$ cat src/rtl/lock_reset_seq_pkg.sv
// Shared types for the lock-driven reset sequencer.
// The state encoding is also what the debug/LED port exposes.
package lock_seq_pkg;

    localparam int STATE_W = 2;

    typedef enum logic [STATE_W-1:0] {
        WAIT_LOCK = 2'd0,
        STABILIZE = 2'd1,
        HOLD      = 2'd2,
        RUN       = 2'd3
    } lock_state_t;

endpackage

$ cat src/rtl/lock_reset_seq_sync_ff.sv
// Generic multi-stage synchroniser for a single asynchronous bit.
// Every stage clears asynchronously, so the output is 0 while in reset.
module sync_ff #(
    parameter int STAGES = 2
) (
    input  logic clk,
    input  logic rst_n,
    input  logic d,
    output logic q
);

    logic [STAGES-1:0] sync_q;

    // Shift the sampled input through the flop chain.
    always_ff @(posedge clk or negedge rst_n) begin
        if (!rst_n) begin
            sync_q <= {STAGES{1'b0}};
        end else begin
            sync_q <= {sync_q[STAGES-2:0], d};
        end
    end

    assign q = sync_q[STAGES-1];

endmodule

$ cat src/rtl/lock_reset_seq.sv
// Holds a downstream reset until the clock generator has been locked for a stable
// window plus a fixed hold time; any loss of lock or forced restart re-arms the sequence.
module lock_reset_seq
    import lock_seq_pkg::*;
#(
    parameter int SYNC_STAGES     = 2,
    parameter int LOCK_STABLE_CYC = 1024,
    parameter int RST_HOLD_CYC    = 16,
    parameter int LOSS_CNT_W      = 8
) (
    input  logic                  clk,
    input  logic                  rst_n,
    input  logic                  locked_async,
    input  logic                  force_rst_async,
    input  logic                  clr_loss,
    output logic                  rst_out_n,
    output logic                  ready,
    output logic                  lock_s,
    output logic [LOSS_CNT_W-1:0] loss_count,
    output logic [STATE_W-1:0]    state_dbg
);

    localparam int CNT_MAX = (LOCK_STABLE_CYC > RST_HOLD_CYC) ? LOCK_STABLE_CYC : RST_HOLD_CYC;
    localparam int CNT_W   = $clog2(CNT_MAX + 1);

    localparam logic [CNT_W-1:0]      STAB_LAST = CNT_W'(LOCK_STABLE_CYC - 1);
    localparam logic [CNT_W-1:0]      HOLD_LAST = CNT_W'(RST_HOLD_CYC - 1);
    localparam logic [CNT_W-1:0]      CNT_ZERO  = {CNT_W{1'b0}};
    localparam logic [CNT_W-1:0]      CNT_ONE   = CNT_W'(1);
    localparam logic [LOSS_CNT_W-1:0] LOSS_MAX  = {LOSS_CNT_W{1'b1}};
    localparam logic [LOSS_CNT_W-1:0] LOSS_ONE  = LOSS_CNT_W'(1);
    localparam logic [LOSS_CNT_W-1:0] LOSS_ZERO = {LOSS_CNT_W{1'b0}};

    lock_state_t           state_q, state_d;
    logic [CNT_W-1:0]      cnt_q, cnt_d;
    logic [LOSS_CNT_W-1:0] loss_q, loss_d;
    logic                  run_q;
    logic                  force_s;
    logic                  loss_evt_s;

    sync_ff #(.STAGES(SYNC_STAGES)) u_sync_lock (
        .clk   (clk),
        .rst_n (rst_n),
        .d     (locked_async),
        .q     (lock_s)
    );

    sync_ff #(.STAGES(SYNC_STAGES)) u_sync_force (
        .clk   (clk),
        .rst_n (rst_n),
        .d     (force_rst_async),
        .q     (force_s)
    );

    // Next-state, window counter and loss counter; a forced restart wins over every transition.
    always_comb begin
        state_d    = state_q;
        cnt_d      = cnt_q;
        loss_evt_s = (state_q == RUN) && !lock_s;

        if (force_s) begin
            state_d = WAIT_LOCK;
            cnt_d   = CNT_ZERO;
        end else begin
            case (state_q)
                WAIT_LOCK: begin
                    if (lock_s) begin
                        state_d = STABILIZE;
                        cnt_d   = CNT_ZERO;
                    end else begin
                        cnt_d   = CNT_ZERO;
                    end
                end
                STABILIZE: begin
                    if (!lock_s) begin
                        state_d = WAIT_LOCK;
                        cnt_d   = CNT_ZERO;
                    end else if (cnt_q == STAB_LAST) begin
                        state_d = HOLD;
                        cnt_d   = CNT_ZERO;
                    end else begin
                        cnt_d   = cnt_q + CNT_ONE;
                    end
                end
                HOLD: begin
                    if (!lock_s) begin
                        state_d = WAIT_LOCK;
                        cnt_d   = CNT_ZERO;
                    end else if (cnt_q == HOLD_LAST) begin
                        state_d = RUN;
                        cnt_d   = CNT_ZERO;
                    end else begin
                        cnt_d   = cnt_q + CNT_ONE;
                    end
                end
                RUN: begin
                    if (!lock_s) begin
                        state_d = WAIT_LOCK;
                        cnt_d   = CNT_ZERO;
                    end else begin
                        cnt_d   = CNT_ZERO;
                    end
                end
                default: begin
                    state_d = WAIT_LOCK;
                    cnt_d   = CNT_ZERO;
                end
            endcase
        end

        // A clear coinciding with a loss still records that loss.
        if (loss_evt_s) begin
            if (clr_loss) begin
                loss_d = LOSS_ONE;
            end else if (loss_q == LOSS_MAX) begin
                loss_d = loss_q;
            end else begin
                loss_d = loss_q + LOSS_ONE;
            end
        end else if (clr_loss) begin
            loss_d = LOSS_ZERO;
        end else begin
            loss_d = loss_q;
        end
    end

    // State, counters and the registered downstream reset.
    always_ff @(posedge clk or negedge rst_n) begin
        if (!rst_n) begin
            state_q <= WAIT_LOCK;
            cnt_q   <= CNT_ZERO;
            loss_q  <= LOSS_ZERO;
            run_q   <= 1'b0;
        end else begin
            state_q <= state_d;
            cnt_q   <= cnt_d;
            loss_q  <= loss_d;
            run_q   <= (state_d == RUN);
        end
    end

    assign rst_out_n  = run_q;
    assign ready      = run_q;
    assign loss_count = loss_q;
    assign state_dbg  = state_q;

endmodule

$ cat config.mk
export PLATFORM = sky130hd
export DESIGN_NAME = lock_reset_seq
export DESIGN_NICKNAME = d
export VERILOG_FILES = /design/src/rtl/lock_reset_seq_pkg.sv /design/src/rtl/lock_reset_seq_sync_ff.sv /design/src/rtl/lock_reset_seq.sv
export SDC_FILE = /design/constraint.sdc
export NUM_CORES = 1
export LEC_CHECK = 0
export CAP_MARGIN = 10
export CORE_MARGIN = 4
export CORE_UTILIZATION = 57
export CTS_CLUSTER_SIZE = 16
export DETAILED_ROUTE_END_ITERATION = 12
export GPL_TIMING_DRIVEN = 0
export PLACE_DENSITY = 0.81
export SYNTH_ARGS = -nofsm -noshare
export SYNTH_HDL_FRONTEND = slang
export SYNTH_HIERARCHICAL = 1
export SYNTH_SLANG_ARGS = --single-unit
$ cat constraint.sdc
create_clock -name clk -period 2.75 [get_ports clk]
set_input_delay 0.4125 -clock clk [delete_from_list [all_inputs] [get_ports clk]]
set_output_delay 0.4125 -clock clk [all_outputs]
set_load 0.01 [all_outputs]
==> flow_summary.json, run 1 <==
{
  "relSlewSlack": 0.729,
  "leakage_uw": 0.000668,
  "floorplan.die.height_um": 56.3,
  "cts-root-buf": "clkbuf_4",
  "floorplan.initialDensity": 0.600,
  "maximum_buffer_depth_of_the_clock_tree": 2,
  "placedInstanceArea_sq_mm": 0.00152,
  "synth.distinct_cells": 45,
  "mappedNetlistArea_sq_mm": 0.00133,
  "cts.reportedPaths.clkPinSlew_ps": 140,
  "design_area_sq_mm": 0.00159,
  "synth-async-reset-ratio": 1.00,
  "io-pin-count": 18,
  "detail-route-antenna-nets": 0,
  "status": "complete, no violations",
  "setup_viol": 0,
  "critPathMaxFanout": 8,
  "highest_layer": "met4",
  "synthDominantCellAreaShare": 0.490,
  "fp.dieArea_sq_mm": 0.00317,
  "ir_drop_mv": 0.298,
  "die_width_um": 56.3,
  "synthMostInstantiatedCell": "dfrtp_1",
  "yosysTopAreaCell": "dfrtp_1",
  "fin_crit_ps": 1890,
  "wire_length_of_the_first_global_routing_pass_um": 4380,
  "drt_iter0_drc": 24,
  "multi_input_area_sq_um": 628,
  "synth_nets": 129,
  "startpoint_type": "flop",
  "timing.max_cap.violations": 0,
  "synth-main-ff-cell": "dfrtp_1",
  "path_delay_family": "buffers and inverters",
  "final.setup_skew_ps": 7.51,
  "share_of_the_clock_period_used_by_the_worst_path": 0.689,
  "wl_um": 2430,
  "initial_antenna_violation_count": 0,
  "tightest_slew_ps": 405,
  "postCtsSetupBuffers": 0,
  "finalWeightedCongestion": 0.811,
  "routed-wl-met3_um": 111,
  "placementRows": 17,
  "fin_setup_tns_ps": 0,
  "routedLengthMet1_um": 1160,
  "rsz0062_at_grt": "false",
  "wl_met2_um": 1110,
  "antenna_cells_inserted": 0,
  "layout.filler_cells": 177,
  "synth.ff_latch_count": 26,
  "flow.area_growth_from_synthesis_pct": 19.5,
  "worst_path_largest_cell_delay_ps": 600,
  "timing.critical_path.buf_inv": 1,
  "clk_latency_ps": 330,
  "clock_sink_count": 26,
  "numCtsBuffers": 3,
  "grt_pass1_vias": 949,
  "path_class": "reg2out",
  "netlist_top_cells_count": "dfrtp_1, nor2_1, nand2_1",
  "power-per-cell-area_mw_per_mm2": 388,
  "core_area_sq_mm": 0.00221,
  "syn_area_per_cell_sq_um": 10.9,
  "ctsResizeCount": 0,
  "vias": 955,
  "grt_start_max_net_pins": 27,
  "yosys_warns": 6,
  "critPathCaptureType": "output pin",
  "routedWlPerCell_um": 14.2,
  "holdCritPathClass": "in2async",
  "firstDrtPassIters": 4,
  "drc": 0,
  "cell_with_the_largest_stage_delay_on_the_worst_path": "clkdlybuf4s50_1",
  "overflow": 0,
  "grt_use_total": 0.175,
  "cts.htree.levels": 1,
  "path_cells": "clkdlybuf4s50_1",
  "final_net_count": 151,
  "number_of_buffer_cells_added_on_primary_ports": 16,
  "route.detailed.vias_per_inst": 5.58,
  "cp.arrival_ps": 1480,
  "yosys-top-cells-area": "dfrtp_1, nor2_1, xnor2_1, xor2_1, nand3_1",
  "detailedPlacementHpwl_um": 1780,
  "worst-endpoint-required_ps": 2340,
  "netlist_instances": 122,
  "synth_enable_flop_cells": 0,
  "report.final.hold_viol_count": 0,
  "cts_tree": "yes",
  "drive_gt1_frac": 0.126,
  "area.sequential_sq_um": 651,
  "fmaxAchievable_mhz": 528,
  "synth_seq_area_share": 0.490,
  "cts-hold-fix-buffers": 0,
  "timing.final.max_slew_violations": 0
}
-- state kept, by name (all words and copies together), names as in the netlist --
name	count
cnt_q	11
loss_count	8
state_dbg	2
u_sync_force/sync_q	2
u_sync_lock/sync_q	2
ready	1
-- cell families (layout without fill, tap and decap cells) --
| logic type | Yosys count | count (layout) | synth area share |
|---|---|---|---|
| AND/OR/NAND/NOR | 54 | 54 | 0.246 |
| flip-flops | 26 | 26 | 0.490 |
| AO/OA/AOI/OAI | 21 | 21 | 0.135 |
| XOR/XNOR | 10 | 10 | 0.0660 |
| buffers and inverters | 8 | 29 | 0.0368 |
| adder cells (fa/ha/maj) | 2 | 2 | 0.0188 |
| multiplexers | 1 | 1 | 0.00754 |
-- final timing paths --
| check | start | endpoint | slack, ps | cells past startpoint |
|---|---|---|---|---|
| worst max-delay path | state_dbg[0] | state_dbg[0] | 860 | 1 |
| worst max register to register | cnt_q[0] | cnt_q[4] | 940 | 7 |
| max in group asynchronous | rst_n | loss_count[3] | 1960 | 2 |
| min in group clk | u_sync_force/sync_q[0] | u_sync_force/sync_q[1] | 370 | 0 |
| worst min-delay path | rst_n | cnt_q[8] | 360 | 1 |
| worst min register to register | u_sync_force/sync_q[0] | u_sync_force/sync_q[1] | 370 | 0 |
-- routing by layer --
| metal | GRT usage | vias to the layer above |
|---|---|---|
| li1 | - | 475 |
| met1 | 0.253 | 454 |
| met2 | 0.265 | 21 |
| met3 | 0.0230 | 5 |
| met4 | 0.0712 | 0 |
| met5 | 0 | - |
-- metrics by stage --
stage | utilization | instances | total power (uW) | hold slack [ps] | setup WS [ps]
after floorplan | - | 122 | 407 | 117 | 1120
after global placement | 0.688 | 166 | 423 | 336 | 989
after detailed placement | 0.688 | 166 | 424 | 337 | 949
after CTS | 0.705 | 170 | 619 | 368 | 852
after global routing | 0.717 | 171 | 646 | 376 | 788
final | 0.717 | 171 | 616 | 356 | 856
-- layout by cell type, fill, tap and decap left out, types with 2 or more instances in the layout --
cell,netlist,routed
dfrtp_1,26,26
nor2_1,18,18
clkdlybuf4s50_1,0,16
nand2_1,7,7
nand3_1,6,6
xnor2_1,6,6
nor3_1,4,4
inv_1,4,4
xor2_1,4,4
a21oi_1,3,3
clkbuf_4,0,3
and2b_1,2,2
buf_6,2,2
a311oi_1,2,2
a211oi_1,2,2
and3_1,2,2
a31oi_1,2,2
o21ai_0,2,2
ha_1,2,2
-- layout make-up --
cell class | instances | area share
Inverter | 4 | 0.00946
Tap cell | 28 | 0.0221
Timing Repair Buffer | 17 | 0.118
Clock buffer | 4 | 0.0229
Buffer | 4 | 0.0213
Sequential cell | 26 | 0.410
Multi-Input combinational cell | 88 | 0.396
-- where the power goes --
part	total, uW	internal [uW]	switching, uW
logic	30.3	14.9	15.4
clock network	195	81.1	114
registers	391	386	4.22
total	616	482	133
Note: power is estimated with default switching activity, not from simulation.
==> run 2: changes to the inputs <==
--- a/config.mk
+++ b/config.mk
@@ -7,11 +7,11 @@
 export LEC_CHECK = 0
 export CAP_MARGIN = 10
 export CORE_MARGIN = 4
-export CORE_UTILIZATION = 57
+export CORE_UTILIZATION = 53
 export CTS_CLUSTER_SIZE = 16
 export DETAILED_ROUTE_END_ITERATION = 12
 export GPL_TIMING_DRIVEN = 0
-export PLACE_DENSITY = 0.81
+export PLACE_DENSITY = 0.76
 export SYNTH_ARGS = -nofsm -noshare
 export SYNTH_HDL_FRONTEND = slang
 export SYNTH_HIERARCHICAL = 1
==> constraint.sdc (replaced) <==
create_clock -name clk -period 1.8 [get_ports clk]
set_input_delay 0.27 -clock clk [delete_from_list [all_inputs] [get_ports clk]]
set_output_delay 0.27 -clock clk [all_outputs]
set_load 0.01 [all_outputs]
==> flow_summary.json, run 2 (synthesis gave the netlist of run 1 again) <==
{
  "status": "complete, no violations",
  "detailedPlacementHpwl_um": 1710,
  "setup_viol": 0,
  "cts_tree": "yes",
  "grt_start_max_net_pins": 27,
  "p_sw_uw": 197,
  "internal_power_uw": 839,
  "holdCritPathClass": "in2async",
  "highest_layer": "met4",
  "worst_setup_sp": "cnt_q[0]",
  "io-pin-count": 18,
  "clk_latency_ps": 320,
  "worst_path_largest_cell_delay_ps": 430,
  "power_frac_seq": 0.576,
  "cts-hold-fix-buffers": 0,
  "floorplan.die.height_um": 58.0,
  "final_net_count": 152,
  "timing.final.max_slew_violations": 0,
  "crit-reg2reg-launch": "cnt_q[0]",
  "core_area_sq_mm": 0.00230,
  "share_of_the_clock_period_used_by_the_worst_path": 0.944,
  "relSlewSlack": 0.673,
  "mostFrequentLayoutCell": "dfrtp_1",
  "power-per-cell-area_mw_per_mm2": 639,
  "top_register": "cnt_q",
  "flip_flop_count_of_the_largest_register_after_layout": 11,
  "ir_drop_mv": 0.580,
  "fin_crit_ps": 1700,
  "leakage_uw": 0.000677,
  "numCtsBuffers": 3,
  "fmaxAchievable_mhz": 589,
  "utilization": 0.705,
  "finalWeightedCongestion": 0.766,
  "drc": 0,
  "routed-wl-met3_um": 147,
  "report.final.hold_viol_count": 0,
  "timing.max_cap.violations": 0,
  "route.detailed.vias_per_inst": 5.52,
  "critical_path.reg2reg.endpoint": "cnt_q[4]",
  "routedWlPerCell_um": 13.6,
  "critPathMaxFanout": 8,
  "switching_share": 0.190,
  "drive_gt1_frac": 0.153,
  "antenna_cells_inserted": 0,
  "vias": 949,
  "cts-root-buf": "clkbuf_4",
  "cts.reportedPaths.clkPinSlew_ps": 140,
  "cell_with_the_largest_stage_delay_on_the_worst_path": "dfrtp_1",
  "worst-endpoint-required_ps": 2060,
  "grt_use_total": 0.151,
  "layout.filler_cells": 182,
  "firstDrtPassIters": 4,
  "routedLengthMet1_um": 1160,
  "flow.area_growth_from_synthesis_pct": 22.1,
  "fin_setup_tns_ps": 0,
  "placementRows": 17,
  "wire_length_of_the_first_global_routing_pass_um": 3970,
  "floorplan.initialDensity": 0.578,
  "wl_met2_um": 1000,
  "tightest_slew_ps": 487,
  "maximum_buffer_depth_of_the_clock_tree": 2,
  "reg2reg_setup_slack_ps": 100,
  "layout_common_cells": "dfrtp_1, nor2_1, clkdlybuf4s50_1, nand2_1",
  "path_cells": "ha_2, and3_4, buf_6, a311oi_2, o21ba_1, buf_6, nor2_1",
  "die_width_um": 58.0,
  "overflow": 0,
  "cp.arrival_ps": 1960,
  "initial_antenna_violation_count": 0,
  "critPathCaptureType": "flop",
  "timing.critical_path.mode_cell": "buf_6",
  "startpoint_type": "flop",
  "power.share.clock": 0.378,
  "detail-route-antenna-nets": 0,
  "path_delay_family": "compound AO/OA/AOI/OAI gates",
  "timing.critical_path.buf_inv": 2,
  "path_class": "reg2reg",
  "cts.htree.levels": 1,
  "clock_sink_count": 26,
  "r2r.worst_path.cells": 7,
  "fp.dieArea_sq_mm": 0.00337,
  "number_of_buffer_cells_added_on_primary_ports": 16,
  "grt_pass1_vias": 893,
  "combinationalPowerShare": 0.045,
  "final.setup_skew_ps": 5.54,
  "rsz0062_at_grt": "false",
  "drt_iter0_drc": 22,
  "wl_um": 2340
}
-- run 2: cell count changes in the layout (fill, tap and decap cells not counted) --
cell       before  now
clkbuf_8        1    0
buf_4           1    2
bufinv_16       0    1
a311oi_2        1    2
dfrtp_1        26   25
ha_2            0    1
a311oi_1        2    1
ha_1            2    1
dfrtp_2         0    1
-- run 2: worst register-to-register path, cell delays in order (launching register included) --
cell	delay [ps]
dfrtp_1	430
ha_2	220
and3_4	180
buf_6	130
a311oi_2	270
o21ba_1	190
buf_6	130
nor2_1	100
-- run 2: metal layers --
metal	track usage	vias to the layer above
li1	-	484
met1	0.220	433
met2	0.226	28
met3	0.0356	4
met4	0.0397	0
met5	0	-
-- run 2: worst max path at each step --
stage | to | slack [ps] | depth (start not counted)
final | cnt_q[4] | 100 | 7
after global routing | cnt_q[4] | 30 | 7
after CTS | cnt_q[4] | 20 | 7
after detailed placement | cnt_q[3] | 70 | 7
after global placement | cnt_q[3] | 80 | 7
after floorplan | cnt_q[2] | 170 | 7
-- run 2: layout make-up --
type                            instances  area, sq um  share of cell area
Clock buffer                            3         22.5              0.0139
Sequential cell                        26          652               0.402
Buffer                                  4         33.8              0.0208
Timing Repair Buffer                   18          195               0.120
Tap cell                               28         35.0              0.0216
Multi-Input combinational cell         88          637               0.393
Inverter                                4         15.0             0.00927
Clock inverter                          1         30.0              0.0185
-- run 2: through the flow --
stage	hold WS, ps	power, uW	cells	area [sq um]	worst slack (ps)
final	217	1040	172	1620	101
after detailed placement	336	648	166	1520	66.6
after CTS	304	1040	170	1580	21.9
after global placement	335	647	166	1520	76.3
after floorplan	-25.6	622	122	1330	168
after global routing	217	1090	172	1620	32.7
-- run 2: what timing repair did --
item                       4_1_cts  5_1_grt
buffers inserted                 0        1
setup endpoints to repair        0       11
gates resized for setup          0        3
-- run 2: power groups by stage --
stage / registers [uW] / logic [uW] / clock network (uW)
2_1_floorplan: 608 / 13.8 / 0
3_3_place_gp: 608 / 39.1 / 0
3_5_place_dp: 608 / 39.5 / 0
4_1_cts: 597 / 39.7 / 403
5_1_grt: 599 / 53.1 / 438
6_report: 597 / 47.1 / 392
